File: src/rtl/ps2_kb_ascii_fifo_if.sv
// ---------------------------------------------------------------------------
// ps2_kb_ascii_fifo_if
// Bundles the PS/2 line inputs and the CPU-side FIFO port of the keyboard
// front end.
//   slave  modport : used by ps2_kb_ascii_fifo (receives PS/2 lines and
//                    pop/clear, drives status/data/full/count/overflow)
//   master modport : used by whatever drives the keyboard lines and reads
//                    characters (CPU I/O port, testbench)
// Signals:
//   PS2Clk, PS2Data   raw asynchronous keyboard clock/data
//   KB_read_en        pop request (honoured only while KB_status=1)
//   KB_clear          synchronous flush
//   KB_status         FIFO non-empty
//   KB_data           FIFO head, 0 while empty
//   buf_full          FIFO holds DEPTH entries
//   KB_count          current occupancy
//   overflow          sticky character-dropped flag
// ---------------------------------------------------------------------------
interface ps2_kb_ascii_fifo_if #(
    parameter int DEPTH  = 16,
    parameter int DATA_W = 7
);
    logic                   PS2Clk;
    logic                   PS2Data;
    logic                   KB_read_en;
    logic                   KB_clear;
    logic                   KB_status;
    logic [DATA_W-1:0]      KB_data;
    logic                   buf_full;
    logic [$clog2(DEPTH):0] KB_count;
    logic                   overflow;

    modport master (
        output PS2Clk, PS2Data, KB_read_en, KB_clear,
        input  KB_status, KB_data, buf_full, KB_count, overflow
    );

    modport slave (
        input  PS2Clk, PS2Data, KB_read_en, KB_clear,
        output KB_status, KB_data, buf_full, KB_count, overflow
    );
endinterface

File: src/rtl/ps2_kb_ascii_fifo.sv
// ---------------------------------------------------------------------------
// ps2_kb_ascii_fifo
// PS/2 keyboard front end: synchronises and de-glitches the raw PS/2 lines,
// deframes scan-set-2 bytes, tracks E0/F0 prefixes, translates make codes to
// 7-bit ASCII and queues the characters in a first-word-fall-through FIFO.
//
// Ports:
//   clk     system clock, everything on the rising edge
//   rst_n   asynchronous active-low reset
//   kb      ps2_kb_ascii_fifo_if.slave (PS2Clk/PS2Data in, KB_read_en,
//           KB_clear in; KB_status, KB_data, buf_full, KB_count, overflow out)
//
// Parameters:
//   DEPTH       FIFO entries (power of 2, >= 2)
//   DATA_W      KB_data width (>= 7, upper bits read 0)
//   FILTER_LEN  clk cycles PS2Clk must be stable before an edge is accepted
//   TIMEOUT     idle clk cycles mid-frame before the receiver gives up
//
// Build option:
//   KB_SHIFT_EN  when defined, left/right shift (0x12/0x59) make/break codes
//                track a shift state and letters are queued in upper case
//                while it is held. When undefined there is no shift state
//                and shift codes are simply unmapped.
// ---------------------------------------------------------------------------
module ps2_kb_ascii_fifo #(
    parameter int DEPTH      = 16,
    parameter int DATA_W     = 7,
    parameter int FILTER_LEN = 8,
    parameter int TIMEOUT    = 100000
) (
    input  logic                  clk,
    input  logic                  rst_n,
    ps2_kb_ascii_fifo_if.slave    kb
);

    localparam int AW = $clog2(DEPTH);
    localparam int PW = AW + 1;
    localparam int FW = $clog2(FILTER_LEN + 1);
    localparam int TW = $clog2(TIMEOUT + 1);
    localparam logic [FW-1:0] F_LAST = FW'(FILTER_LEN - 1);
    localparam logic [TW-1:0] T_LAST = TW'(TIMEOUT - 1);

    // Scan code -> {hit, ascii}. Letters are grouped first so that the shift
    // adjustment only ever touches a-z.
    function automatic logic [7:0] map_code(input logic [7:0] code,
                                            input logic       shift);
        logic [6:0] lc;
        logic       hit;
        logic       letter;
        lc     = 7'h00;
        hit    = 1'b1;
        letter = 1'b1;
        case (code)
            8'h1C: lc = 7'h61;  8'h32: lc = 7'h62;  8'h21: lc = 7'h63;
            8'h23: lc = 7'h64;  8'h24: lc = 7'h65;  8'h2B: lc = 7'h66;
            8'h34: lc = 7'h67;  8'h33: lc = 7'h68;  8'h43: lc = 7'h69;
            8'h3B: lc = 7'h6A;  8'h42: lc = 7'h6B;  8'h4B: lc = 7'h6C;
            8'h3A: lc = 7'h6D;  8'h31: lc = 7'h6E;  8'h44: lc = 7'h6F;
            8'h4D: lc = 7'h70;  8'h15: lc = 7'h71;  8'h2D: lc = 7'h72;
            8'h1B: lc = 7'h73;  8'h2C: lc = 7'h74;  8'h3C: lc = 7'h75;
            8'h2A: lc = 7'h76;  8'h1D: lc = 7'h77;  8'h22: lc = 7'h78;
            8'h35: lc = 7'h79;  8'h1A: lc = 7'h7A;
            default: letter = 1'b0;
        endcase
        if (!letter) begin
            case (code)
                8'h45: lc = 7'h30;  8'h16: lc = 7'h31;  8'h1E: lc = 7'h32;
                8'h26: lc = 7'h33;  8'h25: lc = 7'h34;  8'h2E: lc = 7'h35;
                8'h36: lc = 7'h36;  8'h3D: lc = 7'h37;  8'h3E: lc = 7'h38;
                8'h46: lc = 7'h39;
                8'h29: lc = 7'h20;  8'h5A: lc = 7'h0D;  8'h66: lc = 7'h08;
                default: hit = 1'b0;
            endcase
        end
        if (letter && shift) begin
            lc = lc - 7'h20;
        end
        return {hit, lc};
    endfunction

    // ---- stage p0/p1: two-flop synchronisers ------------------------------
    logic ps2c_p0, ps2c_p1, ps2d_p0, ps2d_p1;

    always_ff @(posedge clk or negedge rst_n) begin
        if (!rst_n) begin
            ps2c_p0 <= 1'b1;
            ps2c_p1 <= 1'b1;
            ps2d_p0 <= 1'b1;
            ps2d_p1 <= 1'b1;
        end else begin
            ps2c_p0 <= kb.PS2Clk;
            ps2c_p1 <= ps2c_p0;
            ps2d_p0 <= kb.PS2Data;
            ps2d_p1 <= ps2d_p0;
        end
    end

    // ---- stage p2: clock de-glitch and falling-edge detect ----------------
    // filt_cnt counts consecutive samples that disagree with the filtered
    // level; the level flips on the FILTER_LEN-th one.
    logic          filt_clk_p2;
    logic          vld_p2;
    logic          bit_p2;
    logic [FW-1:0] filt_cnt;
    logic          filt_flip;

    assign filt_flip = (ps2c_p1 != filt_clk_p2) && (filt_cnt == F_LAST);

    always_ff @(posedge clk or negedge rst_n) begin
        if (!rst_n) begin
            filt_clk_p2 <= 1'b1;
            filt_cnt    <= '0;
            vld_p2      <= 1'b0;
        end else begin
            vld_p2 <= filt_flip && filt_clk_p2;
            if (ps2c_p1 == filt_clk_p2 || filt_flip) begin
                filt_cnt <= '0;
            end else begin
                filt_cnt <= filt_cnt + 1'b1;
            end
            if (filt_flip) begin
                filt_clk_p2 <= ps2c_p1;
            end
        end
    end

    always_ff @(posedge clk) begin
        if (filt_flip) begin
            bit_p2 <= ps2d_p1;
        end
    end

    // ---- stage p3: frame receiver -----------------------------------------
    typedef enum logic [1:0] {
        RX_IDLE,
        RX_DATA,
        RX_PARITY,
        RX_STOP
    } rx_state_t;

    rx_state_t     rx_state;
    logic [2:0]    bit_cnt;
    logic [TW-1:0] tmo_cnt;
    logic          vld_p3;
    logic [7:0]    byte_p3;
    logic          par_p3;

    always_ff @(posedge clk or negedge rst_n) begin
        if (!rst_n) begin
            rx_state <= RX_IDLE;
            bit_cnt  <= '0;
            tmo_cnt  <= '0;
            vld_p3   <= 1'b0;
        end else begin
            vld_p3 <= 1'b0;
            if (kb.KB_clear) begin
                rx_state <= RX_IDLE;
                tmo_cnt  <= '0;
            end else if (vld_p2) begin
                tmo_cnt <= '0;
                case (rx_state)
                    RX_IDLE: begin
                        if (!bit_p2) begin
                            rx_state <= RX_DATA;
                            bit_cnt  <= '0;
                        end
                    end
                    RX_DATA: begin
                        bit_cnt <= bit_cnt + 1'b1;
                        if (bit_cnt == 3'd7) begin
                            rx_state <= RX_PARITY;
                        end
                    end
                    RX_PARITY: rx_state <= RX_STOP;
                    default: begin
                        // odd parity over data+parity and a high stop bit
                        vld_p3   <= (^{byte_p3, par_p3}) && bit_p2;
                        rx_state <= RX_IDLE;
                    end
                endcase
            end else if (rx_state != RX_IDLE) begin
                if (tmo_cnt == T_LAST) begin
                    rx_state <= RX_IDLE;
                    tmo_cnt  <= '0;
                end else begin
                    tmo_cnt <= tmo_cnt + 1'b1;
                end
            end else begin
                tmo_cnt <= '0;
            end
        end
    end

    // LSB arrives first, so shift in from the top.
    always_ff @(posedge clk) begin
        if (vld_p2 && rx_state == RX_DATA) begin
            byte_p3 <= {bit_p2, byte_p3[7:1]};
        end
        if (vld_p2 && rx_state == RX_PARITY) begin
            par_p3 <= bit_p2;
        end
    end

    // ---- stage p4: prefix tracking, translation and FIFO push -------------
    logic       ext_q;
    logic       brk_q;
    logic       shift_w;
    logic       is_final;
    logic       is_shift_code;
    logic [7:0] map_w;
    logic       push_req;

    assign is_final      = vld_p3 && (byte_p3 != 8'hE0) && (byte_p3 != 8'hF0);
    assign is_shift_code = (byte_p3 == 8'h12) || (byte_p3 == 8'h59);
    assign map_w         = map_code(byte_p3, shift_w);
    assign push_req      = is_final && !ext_q && !brk_q && map_w[7];

    always_ff @(posedge clk or negedge rst_n) begin
        if (!rst_n) begin
            ext_q <= 1'b0;
            brk_q <= 1'b0;
        end else if (kb.KB_clear) begin
            ext_q <= 1'b0;
            brk_q <= 1'b0;
        end else if (vld_p3) begin
            if (byte_p3 == 8'hE0) begin
                ext_q <= 1'b1;
            end else if (byte_p3 == 8'hF0) begin
                brk_q <= 1'b1;
            end else begin
                ext_q <= 1'b0;
                brk_q <= 1'b0;
            end
        end
    end

`ifdef KB_SHIFT_EN
    logic shift_q;

    always_ff @(posedge clk or negedge rst_n) begin
        if (!rst_n) begin
            shift_q <= 1'b0;
        end else if (kb.KB_clear) begin
            shift_q <= 1'b0;
        end else if (is_final && !ext_q && is_shift_code) begin
            shift_q <= !brk_q;
        end
    end

    assign shift_w = shift_q;
`else
    assign shift_w = 1'b0;
`endif

    // ---- FIFO --------------------------------------------------------------
    // Pointers carry one extra wrap bit so full and empty are distinguishable.
    logic [6:0]    mem [DEPTH];
    logic [PW-1:0] wr_ptr;
    logic [PW-1:0] rd_ptr;
    logic          ovf_q;
    logic          empty;
    logic          full;
    logic          do_pop;
    logic          do_push;

    assign empty   = (wr_ptr == rd_ptr);
    assign full    = (wr_ptr[AW] != rd_ptr[AW]) &&
                     (wr_ptr[AW-1:0] == rd_ptr[AW-1:0]);
    assign do_pop  = kb.KB_read_en && !empty && !kb.KB_clear;
    assign do_push = push_req && (!full || do_pop) && !kb.KB_clear;

    always_ff @(posedge clk or negedge rst_n) begin
        if (!rst_n) begin
            wr_ptr <= '0;
            rd_ptr <= '0;
            ovf_q  <= 1'b0;
        end else if (kb.KB_clear) begin
            wr_ptr <= '0;
            rd_ptr <= '0;
            ovf_q  <= 1'b0;
        end else begin
            if (do_pop) begin
                rd_ptr <= rd_ptr + 1'b1;
            end
            if (do_push) begin
                wr_ptr <= wr_ptr + 1'b1;
            end
            if (push_req && full && !do_pop) begin
                ovf_q <= 1'b1;
            end
        end
    end

    always_ff @(posedge clk) begin
        if (do_push) begin
            mem[wr_ptr[AW-1:0]] <= map_w[6:0];
        end
    end

    assign kb.KB_status = !empty;
    assign kb.KB_data   = empty ? '0 : DATA_W'(mem[rd_ptr[AW-1:0]]);
    assign kb.buf_full  = full;
    assign kb.KB_count  = wr_ptr - rd_ptr;
    assign kb.overflow  = ovf_q;

endmodule

File: src/flat_wrapper.sv
// flat-port wrapper written by rule: the top's interface ports become plain ports
module ps2_kb_ascii_fifo_flat 
#(
    parameter int DEPTH      = 16,
    parameter int DATA_W     = 7,
    parameter int FILTER_LEN = 8,
    parameter int TIMEOUT    = 100000
)
  (clk, rst_n, kb_PS2Clk, kb_PS2Data, kb_KB_read_en, kb_KB_clear, kb_KB_status, kb_KB_data, kb_buf_full, kb_KB_count, kb_overflow);
  ps2_kb_ascii_fifo_if #(.DEPTH(DEPTH), .DATA_W(DATA_W)) kb_i ();
  input  logic clk;
  input  logic rst_n;
  input wire logic [$bits(kb_i.PS2Clk)-1:0] kb_PS2Clk;
  input wire logic [$bits(kb_i.PS2Data)-1:0] kb_PS2Data;
  input wire logic [$bits(kb_i.KB_read_en)-1:0] kb_KB_read_en;
  input wire logic [$bits(kb_i.KB_clear)-1:0] kb_KB_clear;
  output wire logic [$bits(kb_i.KB_status)-1:0] kb_KB_status;
  output wire logic [$bits(kb_i.KB_data)-1:0] kb_KB_data;
  output wire logic [$bits(kb_i.buf_full)-1:0] kb_buf_full;
  output wire logic [$bits(kb_i.KB_count)-1:0] kb_KB_count;
  output wire logic [$bits(kb_i.overflow)-1:0] kb_overflow;
  assign kb_i.PS2Clk = kb_PS2Clk;
  assign kb_i.PS2Data = kb_PS2Data;
  assign kb_i.KB_read_en = kb_KB_read_en;
  assign kb_i.KB_clear = kb_KB_clear;
  assign kb_KB_status = kb_i.KB_status;
  assign kb_KB_data = kb_i.KB_data;
  assign kb_buf_full = kb_i.buf_full;
  assign kb_KB_count = kb_i.KB_count;
  assign kb_overflow = kb_i.overflow;
  ps2_kb_ascii_fifo #(.DEPTH(DEPTH), .DATA_W(DATA_W), .FILTER_LEN(FILTER_LEN), .TIMEOUT(TIMEOUT)) u_core (.clk(clk), .rst_n(rst_n), .kb(kb_i));
endmodule
File: config.mk
export PLATFORM = sky130hd
export DESIGN_NAME = ps2_kb_ascii_fifo_flat
export DESIGN_NICKNAME = d
export VERILOG_FILES = /design/src/rtl/ps2_kb_ascii_fifo_if.sv /design/src/rtl/ps2_kb_ascii_fifo.sv /design/src/flat_wrapper.sv
export SDC_FILE = /design/constraint.sdc
export NUM_CORES = 1
export LEC_CHECK = 0
export CAP_MARGIN = 10
export CORE_MARGIN = 1
export CORE_UTILIZATION = 55
export CTS_BUF_LIST = sky130_fd_sc_hd__clkbuf_4 sky130_fd_sc_hd__clkbuf_8
export CTS_CLUSTER_SIZE = 25
export DETAILED_ROUTE_END_ITERATION = 10
export PLACE_DENSITY = 0.72
export SLEW_MARGIN = 20
export SYNTH_ARGS = -nofsm -noshare
export SYNTH_HDL_FRONTEND = slang
export SYNTH_SLANG_ARGS = --single-unit
export TNS_END_PERCENT = 5
File: constraint.sdc
create_clock -name clk -period 8.9 [get_ports clk]
set_input_delay 1.78 -clock clk [delete_from_list [all_inputs] [get_ports clk]]
set_output_delay 1.78 -clock clk [all_outputs]
set_load 0.01 [all_outputs]
==> run metrics <==
CP startpoint kind=flip-flop; Setup Skew=0.0173 ns; core area=0.0140 mm2; ANT cells=0; share of cells above drive strength 1=15.2%; Sw Pwr=0.309 mW; Pre-antenna DRT Iters=5; htree depth=4; cell internal pwr=1.11 mW; count of final setup violators=0; sequential element share of the synthesized area=60.4%; Hold Crit Class=reg2reg; synth unique cells=67; CTS tree=built; final setup margin=3.92 ns; Comb pwr share=1.9%; critical path depth in cells=5; PD cells=163 mW/mm2; Slew HR=28.1%; Die Area=0.0150 mm2; GP Congestion=0.872; Iteration-0 DRC Markers=541; FP Rows=43; Layout Nets=617; final setup TNS=0 ns; leading area contributor after synthesis=edfxtp_1; synthesized area=0.00798 mm2; Routed Antenna Nets=0; WS Path Type=reg2out; Tot Pwr=1.42 mW; via count=4742; EDFF count, synth=122; Initial Utilization=56.8%; Slew Viols, Final=0; RSZ-0062 raised after global routing=no; CP dominant cell by count=mux4_2; Critical Path Fanout Max=26; drt wl/cell=19.9 um; ys flop type=edfxtp_1; clock tree buffer depth=2; Clk pwr share=38.4%; first-pass GRT wire length=24700 um; Synth Net Count=606; Layout area overhead=8.82%; largest net degree at the start of global routing=47; worst hold path depth=0; Crit path largest cell delay=0.61 ns; fillers=1056; initial antenna violation count=0; worst-case reg-to-reg path depth=7; Largest delay share family, worst path=multiplexers; Seq pwr share=59.7%; Hold Worst Slack=0.364 ns; CP Cell Sequence=buf_4 > mux4_2 > mux4_2 > nor2b_1 > clkdlybuf4s50_1; GR Overflow Total=0; number of global-route vias before repair=4698; Post-synth ARST share=27.4%; Post-Place Setup Slack=3.78 ns; synth top area cells=edfxtp_1, dfrtp_1, mux4_2; Skew-Pair Late Insertion Delay=0.45 ns; Max-Cap Viols=0; die height=122 um; synthesized flop and latch total=168; VDD IR max=0.0990 mV; run status=completed; via-per-instance ratio=6.04; Synth Instances=581; sw frac=21.8%; Root Driver=clkbuf_8; Worst Max-Slew Pin Slew=1.07 ns; port buffer count=20; clk sinks=168; Worst Path Arrival=3.20 ns; CP Data Required Time=7.12 ns; IO Pins=21; Hold-fix buffers, CTS=0; DRC viols=0; Ys Warns=0; Tot GR Track Use=22.5%; Min Clock Period, post-route=4.98 ns; clock-pin slew on the worst setup and hold paths=0.09 ns; Setup crit end kind=output pin; Avg Cell Area, Syn=13.7 um2; number of post-CTS setup repair buffers=0; Layout Utilization=61.9%; Die W=122 um; Peak Freq=201 MHz; total CTS buffers=17; buffer and inverter count on the worst path=2; post-DP HPWL=10400 um; final hold vios=0; final wirelength=15600 um; post-cts resize count=0; Final period util=56.0%; CP max stage cell=mux4_2; Yosys top cell area share=45.9%; Pleak=3.00 nW
state kept, by name, indices dropped and copies added, names as in the netlist:
name                count
u_core.rx_state         2
u_core.ps2c_p0          1
u_core.filt_cnt         4
u_core.tmo_cnt         17
u_core.ps2d_p1          1
u_core.filt_clk_p2      1
u_core.ps2c_p1          1
u_core.mem            112
u_core.par_p3           1
u_core.wr_ptr           5
u_core.bit_p2           1
u_core.brk_q            1
u_core.vld_p2           1
u_core.bit_cnt          3
u_core.ext_q            1
u_core.byte_p3          8
u_core.rd_ptr           5
u_core.ps2d_p0          1
u_core.vld_p3           1
u_core.kb.overflow      1
stage by stage:
stage / cell area [um2] / std cells
2_1_floorplan: 7980 / 581
3_3_place_gp: 8290 / 753
3_5_place_dp: 8290 / 753
4_1_cts: 8690 / 785
5_1_grt: 8690 / 785
6_report: 8690 / 785
synth_stat cells (4+ instances only):
cell type,n
a21oi_1,15
or4b_2,4
nor2_1,62
dfrtp_1,41
ha_1,18
o22ai_1,5
nand3_1,19
buf_1,11
edfxtp_1,122
o32ai_1,4
or3_1,5
nand2_1,24
nand4_1,5
clkbuf_1,12
inv_1,24
xor2_1,19
nand2b_1,14
nor3_1,7
xnor2_1,17
mux4_2,35
nor2b_1,20
o21ai_0,16
dfstp_2,5
nand4b_1,5
nor3b_1,4
layout by cell type (no fill, tap or decap), types with 4 or more instances in the layout:
master,instances
dfstp_2,5
o22ai_1,5
nand2_1,24
xnor2_1,17
nand4_1,5
xor2_1,19
nand2b_1,14
clkdlybuf4s50_1,19
nand3_1,19
inv_1,24
a21oi_1,15
ha_1,18
nor3b_1,4
nor3_1,7
clkbuf_8,17
o21ai_0,16
nor2b_1,20
dfrtp_1,40
or4b_2,4
o32ai_1,4
or3_1,5
nor2_1,62
nand4b_1,5
mux4_2,35
edfxtp_1,122
routing by layer:
| layer | vias up | part of all wire [%] | routed length, um | GRT usage (%) |
|---|---|---|---|---|
| met2 | 146 | 50 | 7790 | 35.6 |
| met4 | 0 | 2.0 | 313 | 8.46 |
| li1 | 2192 | - | - | - |
| met3 | 22 | 4.1 | 638 | 4.28 |
| met1 | 2382 | 44 | 6870 | 31.1 |
| met5 | - | 0 | 0 | 0 |
cells by family (layout without fill, tap and decap cells):
family          Yosys count  after routing  share of synthesized area [%]
simple gates            194            194                           13.2
compound gates           69             69                           5.92
buf+inv                  56             80                           3.02
flops                   168            168                           60.4
fa+ha+maj                19             19                           3.07
xor+xnor                 36             36                           3.95
mux                      39             39                           10.4
final timing paths:
check / end / startpoint / slack (ns)
min in group asynchronous: u_core.tmo_cnt[8] / rst_n / 1.39
setup / recovery: kb_KB_data[4] / u_core.rd_ptr[0] / 3.92
hold / removal: u_core.ps2d_p1 / u_core.ps2d_p0 / 0.36
setup reg to reg: u_core.mem[0][4] / u_core.byte_p3[3] / 4.74
max in group asynchronous: u_core.rd_ptr[0] / rst_n / 7.09
hold reg to reg: u_core.ps2d_p1 / u_core.ps2d_p0 / 0.36
cell type report:
cell class | count | area [um2] | share of cell area [%]
Sequential cell | 168 | 4820 | 55.5
Clock inverter | 15 | 168 | 1.93
Timing Repair Buffer | 23 | 218 | 2.51
Clock buffer | 17 | 234 | 2.69
Multi-Input combinational cell | 357 | 2930 | 33.7
Tap cell | 180 | 225 | 2.59
Inverter | 25 | 93.8 | 1.08
worst register-to-register path, stage by stage (launching register included):
cell      delay (ns)
edfxtp_1        0.81
or4b_2          0.81
a21oi_1         0.30
a211oi_1        0.16
o211ai_2        0.13
o31ai_2         0.20
or3b_1          0.52
nor3_1          0.85
power by group through the flow:
stage | clock network (mW) | registers, mW | logic, mW
final | 0.544 | 0.847 | 0.0264
after global routing | 0.579 | 0.848 | 0.0316
after CTS | 0.554 | 0.847 | 0.0272
after detailed placement | 0 | 0.864 | 0.0270
after global placement | 0 | 0.863 | 0.0261
after floorplan | 0 | 0.863 | 0.0178
(Power assumes the default switching activity.)
